--- src/rtl/pop_shot_sequencer_if.sv ---
// rtl/pop_shot_sequencer_if.sv - host config, counter link and gate outputs of pop_shot_sequencer
interface pop_shot_sequencer_if #(
  parameter int WIDTH  = 16,
  parameter int SHOT_W = 8
);
  logic              start;
  logic              abort;
  logic [WIDTH-1:0]  t_pump;
  logic [WIDTH-1:0]  t_dark;
  logic [WIDTH-1:0]  t_probe;
  logic [SHOT_W-1:0] n_shots;
  logic [WIDTH-1:0]  ctr_count;
  logic              ctr_reset;
  logic              ctr_dir;
  logic              pump_o;
  logic              probe_o;
  logic              acq_o;
  logic              busy_o;
  logic              done_o;
  logic              err_o;

  modport master (
    output start, abort, t_pump, t_dark, t_probe, n_shots, ctr_count,
    input  ctr_reset, ctr_dir, pump_o, probe_o, acq_o, busy_o, done_o, err_o
  );

  modport slave (
    input  start, abort, t_pump, t_dark, t_probe, n_shots, ctr_count,
    output ctr_reset, ctr_dir, pump_o, probe_o, acq_o, busy_o, done_o, err_o
  );
endinterface

--- src/rtl/pop_shot_sequencer.sv ---
// rtl/pop_shot_sequencer.sv - pump/dark/probe shot sequencer timed by an external up counter
// Define POP_SEQ_REPEAT_EN to repeat n_shots shots back-to-back per start.
module pop_shot_sequencer #(
  parameter int WIDTH  = 16,
  parameter int SHOT_W = 8
) (
  input  logic               clk,
  input  logic               reset,
  pop_shot_sequencer_if.slave bus
);
  localparam int LW = WIDTH + 2;

  typedef enum logic [1:0] {IDLE, RUN, TAIL} state_t;

  state_t        state, state_nxt;
  logic [LW-1:0] len_in;
  logic [LW-1:0] cnt;
  logic [LW-1:0] end_pump, end_dark, end_len;
  logic          start_ok, start_bad, last_cnt, more_shots;
  logic          ctr_reset_d, busy_d, pump_d, probe_d, done_d, err_d;

  assign len_in    = LW'(bus.t_pump) + LW'(bus.t_dark) + LW'(bus.t_probe);
  assign cnt       = LW'(bus.ctr_count);
  assign start_bad = (len_in == '0) || (len_in > (LW'(1) << WIDTH));
  assign start_ok  = (state == IDLE) && bus.start && !bus.abort && !start_bad;
  assign last_cnt  = (cnt == end_len - LW'(1));

  // Phase edges held as cumulative end points so each gate is a plain compare.
  always_ff @(posedge clk or posedge reset) begin
    if (reset) begin
      end_pump <= '0;
      end_dark <= '0;
      end_len  <= '0;
    end else if (start_ok) begin
      end_pump <= LW'(bus.t_pump);
      end_dark <= LW'(bus.t_pump) + LW'(bus.t_dark);
      end_len  <= len_in;
    end
  end

`ifdef POP_SEQ_REPEAT_EN
  logic [SHOT_W-1:0] shots_left;

  assign more_shots = shots_left > SHOT_W'(1);

  always_ff @(posedge clk or posedge reset) begin
    if (reset) begin
      shots_left <= '0;
    end else if (start_ok) begin
      shots_left <= (bus.n_shots == '0) ? SHOT_W'(1) : bus.n_shots;
    end else if ((state == TAIL) && more_shots && !bus.abort) begin
      shots_left <= shots_left - SHOT_W'(1);
    end
  end
`else
  logic unused_n_shots;

  assign unused_n_shots = ^bus.n_shots;
  assign more_shots     = 1'b0;
`endif

  always_ff @(posedge clk or posedge reset) begin
    if (reset) state <= IDLE;
    else       state <= state_nxt;
  end

  always_comb begin
    state_nxt = state;
    if (bus.abort) begin
      state_nxt = IDLE;
    end else begin
      case (state)
        IDLE:    if (start_ok) state_nxt = RUN;
        RUN:     if (last_cnt) state_nxt = TAIL;
        TAIL:    state_nxt = more_shots ? RUN : IDLE;
        default: state_nxt = IDLE;
      endcase
    end
  end

  // Next values of the registered outputs; gates lag the counter by one cycle.
  always_comb begin
    ctr_reset_d = (state_nxt != RUN);
    busy_d      = (state_nxt != IDLE);
    pump_d      = 1'b0;
    probe_d     = 1'b0;
    done_d      = 1'b0;
    err_d       = 1'b0;
    if (!bus.abort) begin
      if (state == RUN) begin
        pump_d  = (cnt < end_pump);
        probe_d = (cnt >= end_dark) && (cnt < end_len);
      end
      done_d = (state == TAIL) && (state_nxt == IDLE);
      err_d  = (state == IDLE) && bus.start && start_bad;
    end
  end

  always_ff @(posedge clk or posedge reset) begin
    if (reset) begin
      bus.ctr_reset <= 1'b1;
      bus.busy_o    <= 1'b0;
      bus.pump_o    <= 1'b0;
      bus.probe_o   <= 1'b0;
      bus.acq_o     <= 1'b0;
      bus.done_o    <= 1'b0;
      bus.err_o     <= 1'b0;
    end else begin
      bus.ctr_reset <= ctr_reset_d;
      bus.busy_o    <= busy_d;
      bus.pump_o    <= pump_d;
      bus.probe_o   <= probe_d;
      bus.acq_o     <= probe_d;
      bus.done_o    <= done_d;
      bus.err_o     <= err_d;
    end
  end

  assign bus.ctr_dir = 1'b1;
endmodule
--- src/flat_wrapper.sv ---
// flat-port wrapper written by rule: the top's interface ports become plain ports
module pop_shot_sequencer_flat 
#(
  parameter int WIDTH  = 16,
  parameter int SHOT_W = 8
)
  (clk, reset, bus_start, bus_abort, bus_t_pump, bus_t_dark, bus_t_probe, bus_n_shots, bus_ctr_count, bus_ctr_reset, bus_ctr_dir, bus_pump_o, bus_probe_o, bus_acq_o, bus_busy_o, bus_done_o, bus_err_o);
  pop_shot_sequencer_if #(.WIDTH(WIDTH), .SHOT_W(SHOT_W)) bus_i ();
  input  logic clk;
  input  logic reset;
  input wire logic [$bits(bus_i.start)-1:0] bus_start;
  input wire logic [$bits(bus_i.abort)-1:0] bus_abort;
  input wire logic [$bits(bus_i.t_pump)-1:0] bus_t_pump;
  input wire logic [$bits(bus_i.t_dark)-1:0] bus_t_dark;
  input wire logic [$bits(bus_i.t_probe)-1:0] bus_t_probe;
  input wire logic [$bits(bus_i.n_shots)-1:0] bus_n_shots;
  input wire logic [$bits(bus_i.ctr_count)-1:0] bus_ctr_count;
  output wire logic [$bits(bus_i.ctr_reset)-1:0] bus_ctr_reset;
  output wire logic [$bits(bus_i.ctr_dir)-1:0] bus_ctr_dir;
  output wire logic [$bits(bus_i.pump_o)-1:0] bus_pump_o;
  output wire logic [$bits(bus_i.probe_o)-1:0] bus_probe_o;
  output wire logic [$bits(bus_i.acq_o)-1:0] bus_acq_o;
  output wire logic [$bits(bus_i.busy_o)-1:0] bus_busy_o;
  output wire logic [$bits(bus_i.done_o)-1:0] bus_done_o;
  output wire logic [$bits(bus_i.err_o)-1:0] bus_err_o;
  assign bus_i.start = bus_start;
  assign bus_i.abort = bus_abort;
  assign bus_i.t_pump = bus_t_pump;
  assign bus_i.t_dark = bus_t_dark;
  assign bus_i.t_probe = bus_t_probe;
  assign bus_i.n_shots = bus_n_shots;
  assign bus_i.ctr_count = bus_ctr_count;
  assign bus_ctr_reset = bus_i.ctr_reset;
  assign bus_ctr_dir = bus_i.ctr_dir;
  assign bus_pump_o = bus_i.pump_o;
  assign bus_probe_o = bus_i.probe_o;
  assign bus_acq_o = bus_i.acq_o;
  assign bus_busy_o = bus_i.busy_o;
  assign bus_done_o = bus_i.done_o;
  assign bus_err_o = bus_i.err_o;
  pop_shot_sequencer #(.WIDTH(WIDTH), .SHOT_W(SHOT_W)) u_core (.clk(clk), .reset(reset), .bus(bus_i));
endmodule
--- config.mk ---
export PLATFORM = sky130hd
export DESIGN_NAME = pop_shot_sequencer_flat
export DESIGN_NICKNAME = d
export VERILOG_FILES = /design/src/rtl/pop_shot_sequencer_if.sv /design/src/rtl/pop_shot_sequencer.sv /design/src/flat_wrapper.sv
export SDC_FILE = /design/constraint.sdc
export NUM_CORES = 1
export LEC_CHECK = 0
export CAP_MARGIN = 20
export CORE_AREA = 3 3 103 105
export CTS_CLUSTER_DIAMETER = 30
export CTS_CLUSTER_SIZE = 20
export DETAILED_ROUTE_END_ITERATION = 6
export DIE_AREA = 0 0 106 108
export PLACE_DENSITY = 0.81
export SLEW_MARGIN = 30
export SYNTH_ARGS = -nofsm -noshare
export SYNTH_HDL_FRONTEND = slang
export SYNTH_SLANG_ARGS = --single-unit
--- constraint.sdc ---
create_clock -name clk -period 3.5 [get_ports clk]
set_input_delay 0.7 -clock clk [delete_from_list [all_inputs] [get_ports clk]]
set_output_delay 0.7 -clock clk [all_outputs]
set_load 0.02 [all_outputs]
==> summary.txt, run 1 <==
Setup path
  • Cell type of the slowest stage on the worst timing path: sky130_fd_sc_hd__or3_4
  • Crit. End Element: flip-flop
  • FF-to-FF Start: u_core.end_len[4]
  • Cell mode on critical path: sky130_fd_sc_hd__a21o_1
  • Reg2reg path depth: 10
  • Critical path start-end classification: in2reg
  • Top cell family by delay on the critical path: compound AO/OA/AOI/OAI gates
  • CP Data Arrival Time: 5.72 ns
  • Worst flop-to-flop path endpoint: u_core.state[0]
  • Critical path fanouts, max: 8
  • Required time of the critical path: 3.74 ns
  • Register-to-register setup slack: 0.32 ns
  • Critical Path Source Type: input pin
  • Number of buffer and inverter instances along the worst setup path: 5
  • Largest stage delay on the critical path: 0.42 ns

Global routing
  • Most heavily used metal layer in global routing: met2
  • Total grt overflow: 0
  • Number of global-route vias before repair: 5904
  • First-pass GRT wire length: 30200 µm
  • Antenna violations before repair: 0
  • Total routing usage reported by global routing: 0.341
  • Met3 capacity usage during global routing: 0.0460
  • Largest net degree at the start of global routing: 34
  • GRT met1 Usage: 0.414
  • Met2 Resource Use GR: 0.608

Logic synthesis
  • Total of warnings raised by yosys: 0
  • Number of synthesized flops with an enable pin: 0
  • Count of distinct cell types in the synthesized netlist: 64
  • Area share of the leading cell type in the synthesized netlist: 0.266
  • Total nets after synthesis: just over 700
  • Cells taking the most area after synthesis: sky130_fd_sc_hd__dfrtp_1 (27%), sky130_fd_sc_hd__ha_1 (19%), sky130_fd_sc_hd__mux2_1 (7.9%), sky130_fd_sc_hd__a21o_1 (4.4%), sky130_fd_sc_hd__xnor2_1 (4.3%)
  • Most frequently used flop master after synthesis: sky130_fd_sc_hd__dfrtp_1
  • Post-synth top area cell: sky130_fd_sc_hd__dfrtp_1
  • Syn avg cell area: 9.68 µm²
  • Number of register bits inferred by synthesis: 59
  • Share of the yosys chip area belonging to registers: 0.271
  • Mapped cell area: approximately 5500 µm²
  • Fraction of synthesis flops using an asynchronous set or reset pin: 1.00
  • Post-synthesis instance total: 563

Layout
  • Fill cell instance count of the final layout: roughly 510
  • Antenna fix cells: 0
  • Most used cells in the layout excluding fill and tap cells: sky130_fd_sc_hd__buf_4 (148), sky130_fd_sc_hd__ha_1 (72), sky130_fd_sc_hd__clkdlybuf4s50_1 (60)
  • Most frequent standard cell in the layout excluding fill and tap cells: sky130_fd_sc_hd__buf_4
  • Fin util: 0.847
  • Area growth, synth to finish: 51.1%
  • Final-stage net count: 961
  • Ratio of cells with drive above 1 in the final layout: 0.352
  • Post-route non-filler standard cell count: between 900 and 1000

Placement
  • # port buffers: 74
  • Setup Slack @ Placement: -2.45 ns
  • DP Cell Count: 884
  • Half-perimeter wire length after placement: 12800 µm
  • Final GP Congestion: 0.911

Power and ir drop
  • Leakage power figure: 4.05 nW
  • Power per cell area: 640 nW/µm²
  • Tot Pwr: 0.00528 W
  • Largest voltage drop on the vdd net: 370 µV

STA
  • Ratio of final minimum period to clock period: 1.57
  • Worst Tran Pin Value: 0.697 ns
  • Max-slew headroom at the worst pin: 0.535
  • Aggregate negative setup slack: -104.79 ns
  • Largest clock skew in the final design: 0.0103 ns
  • Total count of hold-check failures in the final report: 0
  • Unrepaired setup endpoints after global routing: yes
  • Number of max-slew violations in the final report: 0
  • Final critical-path required period: 5.48 ns
  • Final setup violation count: 55
  • Setup WS post-layout: -1.98 ns
  • Peak clock frequency supported by timing: 0.182 GHz

Clocking
  • CTS HTree Levels: 3
  • Num CTS Buffers: 9
  • CTS max path bufs: 2
  • Library cell used as clock root buffer: sky130_fd_sc_hd__clkbuf_8
  • Clock-pin slew on the worst setup and hold paths: 0.07 ns
  • Clock sink count: 59
  • Clk_lat worst skew: 0.37 ns
  • CTS tree: yes

Routing
  • Avg WL per Cell: 22.6 µm
  • Initial DRT Pass Iterations: 5
  • Total Routed Length: 21200 µm
  • Vias: a little under 6000
  • Violation count after the first detailed-route iteration: 545
  • Final routed DRC violation total: 0
  • Number of nets still failing antenna checks after routing: 0
  • Drt via density: 6.33

Floorplan
  • Initial core utilization: 0.560
  • Area of the placeable core: a little under 10000 µm²
  • Vertical die dimension: 108 µm
  • Chip Width: 106 µm
  • Die outline area: around 11000 µm²
  • Num ports: 84
  • Row cnt: 36

Status
  • Violated checks: setup timing
  • Result of the run: complete, but fails checks

Min path
  • Path category of the worst min-delay check: reg2reg
  • Worst hold endpoint: u_core.state[1]
  • Number of instances on the worst hold path: 1
  • Worst hold path startpoint: u_core.state[1]

Job
  • Number of max-cap violations: 0
## per-stage QoR
stage	hold WS, ns	instance area (µm²)
2_1_floorplan	0.423	5580
3_3_place_gp	0.443	7360
3_5_place_dp	0.462	7360
4_1_cts	0.471	8100
5_1_grt	0.480	8240
6_report	0.472	8240
## logic make-up (layout without fill, tap and decap cells)
logic type | Yosys count | count (layout) | synth area share
XOR/XNOR | 41 | 41 | 0.0659
adder cells (fa/ha/maj) | 85 | 85 | 0.198
AND/OR/NAND/NOR | 107 | 107 | 0.105
buffers and inverters | 67 | 309 | 0.0537
flip-flops | 59 | 59 | 0.271
AO/OA/AOI/OAI | 152 | 152 | 0.202
other | 1 | 1 | 0.000688
multiplexers | 51 | 51 | 0.104
## flip-flops by register name, indices dropped and copies added (netlist names)
signal,flops
u_core.bus.err_o,1
u_core.bus.pump_o,1
u_core.bus.probe_o,1
u_core.bus.busy_o,1
u_core.bus.ctr_reset,1
u_core.end_pump,16
u_core.state,2
u_core.bus.done_o,1
u_core.end_dark,17
u_core.end_len,18
## cell type report
| type | instances | area (µm²) | area share |
|---|---|---|---|
| clock buffers | 14 | 163 | 0.0197 |
| clock inverters | 2 | 10.0 | 0.00122 |
| inverters | 59 | 221 | 0.0269 |
| multi-input cells | 437 | 4150 | 0.504 |
| flip-flops and latches | 59 | 1480 | 0.179 |
| well taps | 133 | 166 | 0.0202 |
| repair buffers | 234 | 2050 | 0.249 |
## worst max-delay path by stage
stage                        from                  end  slack (ns)  cells after the start
finish              bus_t_dark[0]   u_core.end_dark[6]       -1.98                     25
CTS                 bus_t_pump[0]   u_core.end_dark[0]       -1.64                     26
detailed placement  bus_t_pump[0]  u_core.end_dark[12]       -2.45                     22
floorplan           bus_t_dark[0]   u_core.end_dark[0]       -1.68                     22
global placement    bus_t_pump[0]  u_core.end_dark[12]       -2.27                     23
global route        bus_t_dark[0]   u_core.end_dark[6]       -2.09                     25
## where the power goes
group,internal (W),switching [W]
logic,0.00179,0.00159
clock network,0.000294,0.000296
registers,0.000988,0.000313
## cell usage after synthesis, drive strengths merged (3+ instances only)
library cell,instances
nand3,8
and4,4
o211ai,5
nand2,18
or2,3
nor2b,3
or3,4
inv,59
a21oi,28
a2111oi,6
buf,7
nor2,25
and3,7
o21ai,17
xnor2,27
mux2i,8
xor2,14
ha,83
o21bai,4
nand4b,3
dfrtp,58
a211oi,7
mux2,43
o21a,19
nand2b,3
a21o,32
nor3,12
nand4,5
nor4,6
a211o,6
o31a,4
## per-layer routing
metal / up-vias / routed length, µm
met5: - / 0
met4: 0 / 1090
met3: 131 / 1760
met2: 422 / 10300
met1: 2829 / 8000
li1: 2551 / -
## repair_timing
item	4_1_cts	5_1_grt
gates resized for setup	90	31
setup endpoints to repair	55	56
cloned	4	0
buffers inserted	30	8
hold buffers	0	0
pin swaps	34	29
(Power assumes the default switching activity.)
==> run 2: changes to the inputs <==
- CORE_AREA: 3 3 103 105 -> 3 3 108 100
- DIE_AREA: 0 0 106 108 -> 0 0 111 103
- PLACE_DENSITY: 0.81 -> 0.82
==> run 2 against run 1 <==
  * The flow still finishes with violations (setup timing)
  * Sequential share of layout area down 0.092 points
  * Total power rose by 5.5%
  * Setup slack worse by 0.17 ns
  * Sequential cell count stayed put
  * Combinational power grew 2%
  * Clock-buffer cell count fell by 3
  * Die area decreased by 0.13%
  * Clock power increased by 37%
  * Cell count is 2.1% lower
  * Routed wire length up 6.9%
  * Largest power group unchanged
  * Highest routed layer unchanged
==> summary.txt, run 2 (same netlist as run 1, synthesis figures left out) <==
Status
  • Result of the run: complete, but fails checks
  • Violated checks: setup timing

STA
  • Aggregate negative setup slack: -113.44 ns (-8.65 ns)
  • Setup WS post-layout: -2.15 ns (-0.169 ns)
  • Unrepaired setup endpoints after global routing: yes
  • Number of max-slew violations in the final report: 0 (unchanged)
  • Max-slew headroom at the worst pin: 0.536 (+0.00147)
  • Worst Tran Pin Value: 0.694 ns (-0.00220 ns)
  • Peak clock frequency supported by timing: 0.177 GHz (-3.0%)
  • Total count of hold-check failures in the final report: 0 (unchanged)
  • Final critical-path required period: 5.65 ns (+0.169 ns)
  • Final setup violation count: 55 (unchanged)
  • Ratio of final minimum period to clock period: 1.61 (+0.0482)
  • Largest clock skew in the final design: 0.0138 ns (+0.00350 ns)

Setup path
  • CP Data Arrival Time: 5.90 ns (+0.18 ns)
  • Largest stage delay on the critical path: 0.48 ns (+0.06 ns)
  • Source of the critical timing path: bus_t_dark[0]
  • Critical Path Source Type: input pin
  • Crit. End Element: flip-flop
  • Critical path fanouts, max: 7 (-1)
  • Required time of the critical path: 3.75 ns (about the same)
  • FF-to-FF Start: u_core.end_len[4]
  • Cell type of the slowest stage on the worst timing path: sky130_fd_sc_hd__a211oi_1
  • Critical path start-end classification: in2reg

Layout
  • Biggest registers after layout: u_core.end_len: 18 flops, u_core.end_dark: 17 flops, u_core.end_pump: 16 flops
  • Post-route design area: 8280 µm² (+0.52%)
  • Ratio of cells with drive above 1 in the final layout: 0.342 (-0.00938)
  • Final-stage net count: 948 (-1.4%)
  • Fin util: 0.857 (+0.0108)
  • Post-route non-filler standard cell count: 918 (-2.1%)
  • Area used by sequential logic in the layout: 1480 µm² (unchanged)
  • Most frequent standard cell in the layout excluding fill and tap cells: sky130_fd_sc_hd__buf_4
  • Fill cell instance count of the final layout: 454 (-11%)
  • Most used cells in the layout excluding fill and tap cells: sky130_fd_sc_hd__buf_4 (128), sky130_fd_sc_hd__ha_1 (73), sky130_fd_sc_hd__clkdlybuf4s50_1 (60)
  • Area growth, synth to finish: 51.9%
  • Flip-flop count of the largest register after layout: 18 (unchanged)
  • Reg with most FFs: u_core.end_len
  • Area used by multi-input combinational logic: 4170 µm² (+0.45%)
  • Antenna fix cells: 0 (unchanged)

Routing
  • Vias: 6129 (+3.3%)
  • Total Routed Length: 22600 µm (+6.9%)
  • Final routed DRC violation total: 0 (unchanged)
  • Violation count after the first detailed-route iteration: 777 (+43%)
  • Drt via density: 6.68 (+5.6%)
  • Initial DRT Pass Iterations: 6 (+1)
  • Avg WL per Cell: 24.6 µm (+9.2%)
  • Number of nets still failing antenna checks after routing: 0 (unchanged)

Placement
  • DP Cell Count: 863 (-2.4%)
  • Final GP Congestion: 0.968 (+6.2%)
  • # port buffers: 74 (unchanged)
  • Area of placed instances: 7260 µm² (-1.4%)
  • Half-perimeter wire length after placement: 12300 µm (-3.6%)
  • Setup Slack @ Placement: -2.50 ns (-0.0507 ns)

Min path
  • Worst hold path startpoint: u_core.state[1]
  • Path category of the worst min-delay check: reg2reg

Floorplan
  • Die outline area: 11400 µm² (-0.13%)
  • Initial core utilization: 0.564 (+0.00421)
  • Area of the placeable core: 9660 µm² (-0.75%)
  • Chip Width: 111 µm (+4.7%)
  • Row cnt: 34 (-5.6%)
  • Vertical die dimension: 103 µm (-4.6%)
  • Num ports: 84 (unchanged)

Power and ir drop
  • Leakage power figure: 4.05 nW (about the same)
  • Power per cell area: 672 nW/µm² (+5.0%)
  • Largest voltage drop on the vdd net: 344 µV (-6.9%)

Global routing
  • Largest net degree at the start of global routing: 33 (-2.9%)
  • Total routing usage reported by global routing: 0.348 (+0.00755)
  • Antenna violations before repair: 0 (unchanged)
  • First-pass GRT wire length: 31200 µm (+3.0%)
  • Total grt overflow: 0 (unchanged)
  • Number of global-route vias before repair: 6141 (+4.0%)

Clocking
  • CTS tree: yes
  • Clock sink count: 59 (unchanged)
  • CTS HTree Levels: 3 (unchanged)
  • Num CTS Buffers: 9 (unchanged)
  • Clock-pin slew on the worst setup and hold paths: 0.08 ns (about the same)
  • Clk_lat worst skew: 0.36 ns (about the same)
  • CTS max path bufs: 2 (unchanged)
  • Library cell used as clock root buffer: sky130_fd_sc_hd__clkbuf_8
  • Number of hold-repair buffers added at the cts stage: 0 (unchanged)

Job
  • Number of max-cap violations: 0 (unchanged)
## run 2: cell types whose count changed in the layout (fill, tap and decap cells not counted), sizes merged
| cell | delta |
|---|---|
| clkdlybuf4s15 | -1 |
| buf | -15 |
| bufinv | +3 |
## run 2: final cells by class
cell class,instances,area share
Inverter,59,0.0271
Clock inverter,5,0.0121
Multi-Input combinational cell,437,0.504
Timing Repair Buffer,221,0.243
Clock buffer,11,0.0171
Tap cell,126,0.0190
Sequential cell,59,0.178
## run 2: routing by layer
| metal | vias to the layer above | GRT usage | wire length, µm |
|---|---|---|---|
| met2 | 521 | 0.620 | 10400 |
| met1 | 2891 | 0.389 | 7720 |
| met4 | 0 | 0.218 | 1980 |
| met3 | 198 | 0.0710 | 2500 |
| met5 | - | 0 | 0 |
| li1 | 2519 | - | - |
## run 2: path summary, 6_finish.rpt
| path | cells past startpoint | slack (ns) | endpoint |
|---|---|---|---|
| min reg2reg | 1 | 0.47 | u_core.state[1] |
| max | 25 | -2.15 | u_core.end_len[9] |
| min in group asynchronous | 2 | 0.76 | u_core.end_dark[1] |
| min | 1 | 0.47 | u_core.state[1] |
| max reg2reg | 10 | 0.25 | u_core.bus.ctr_reset |
| max in group asynchronous | 3 | 2.06 | u_core.bus.ctr_reset |
## run 2: metrics by stage
stage	hold WS, ns	total power (W)
final	0.468	0.00557
after global routing	0.490	0.00581
after CTS	0.465	0.00500
after detailed placement	0.455	0.00384
after global placement	0.438	0.00367
after floorplan	0.423	0.00289
## run 2: power by group
part	internal [W]	switching [W]	leakage [nW]	total (W)
clock	0.000491	0.000320	0.123	0.000811
sequential	0.000987	0.000318	0.714	0.00130
combinational	0.00178	0.00167	3.21	0.00345
## run 2: critical path, delay by kind of cell
family                     cells  cell delay, ns
adders and majority gates      3            0.77
muxes                          2            0.51
buffers and inverters          7            0.94
AOI/OAI and AO/OA              6            1.48
xor gates and xnor gates       2            0.43
and+or+nand+nor                5            1.06
## run 2: repair_timing
action                     in CTS  in global routing
resized for setup              87                 34
setup endpoints to repair      55                 56
gates cloned                    5                  1
pin swaps                      27                 31
setup buffers                  24                 15
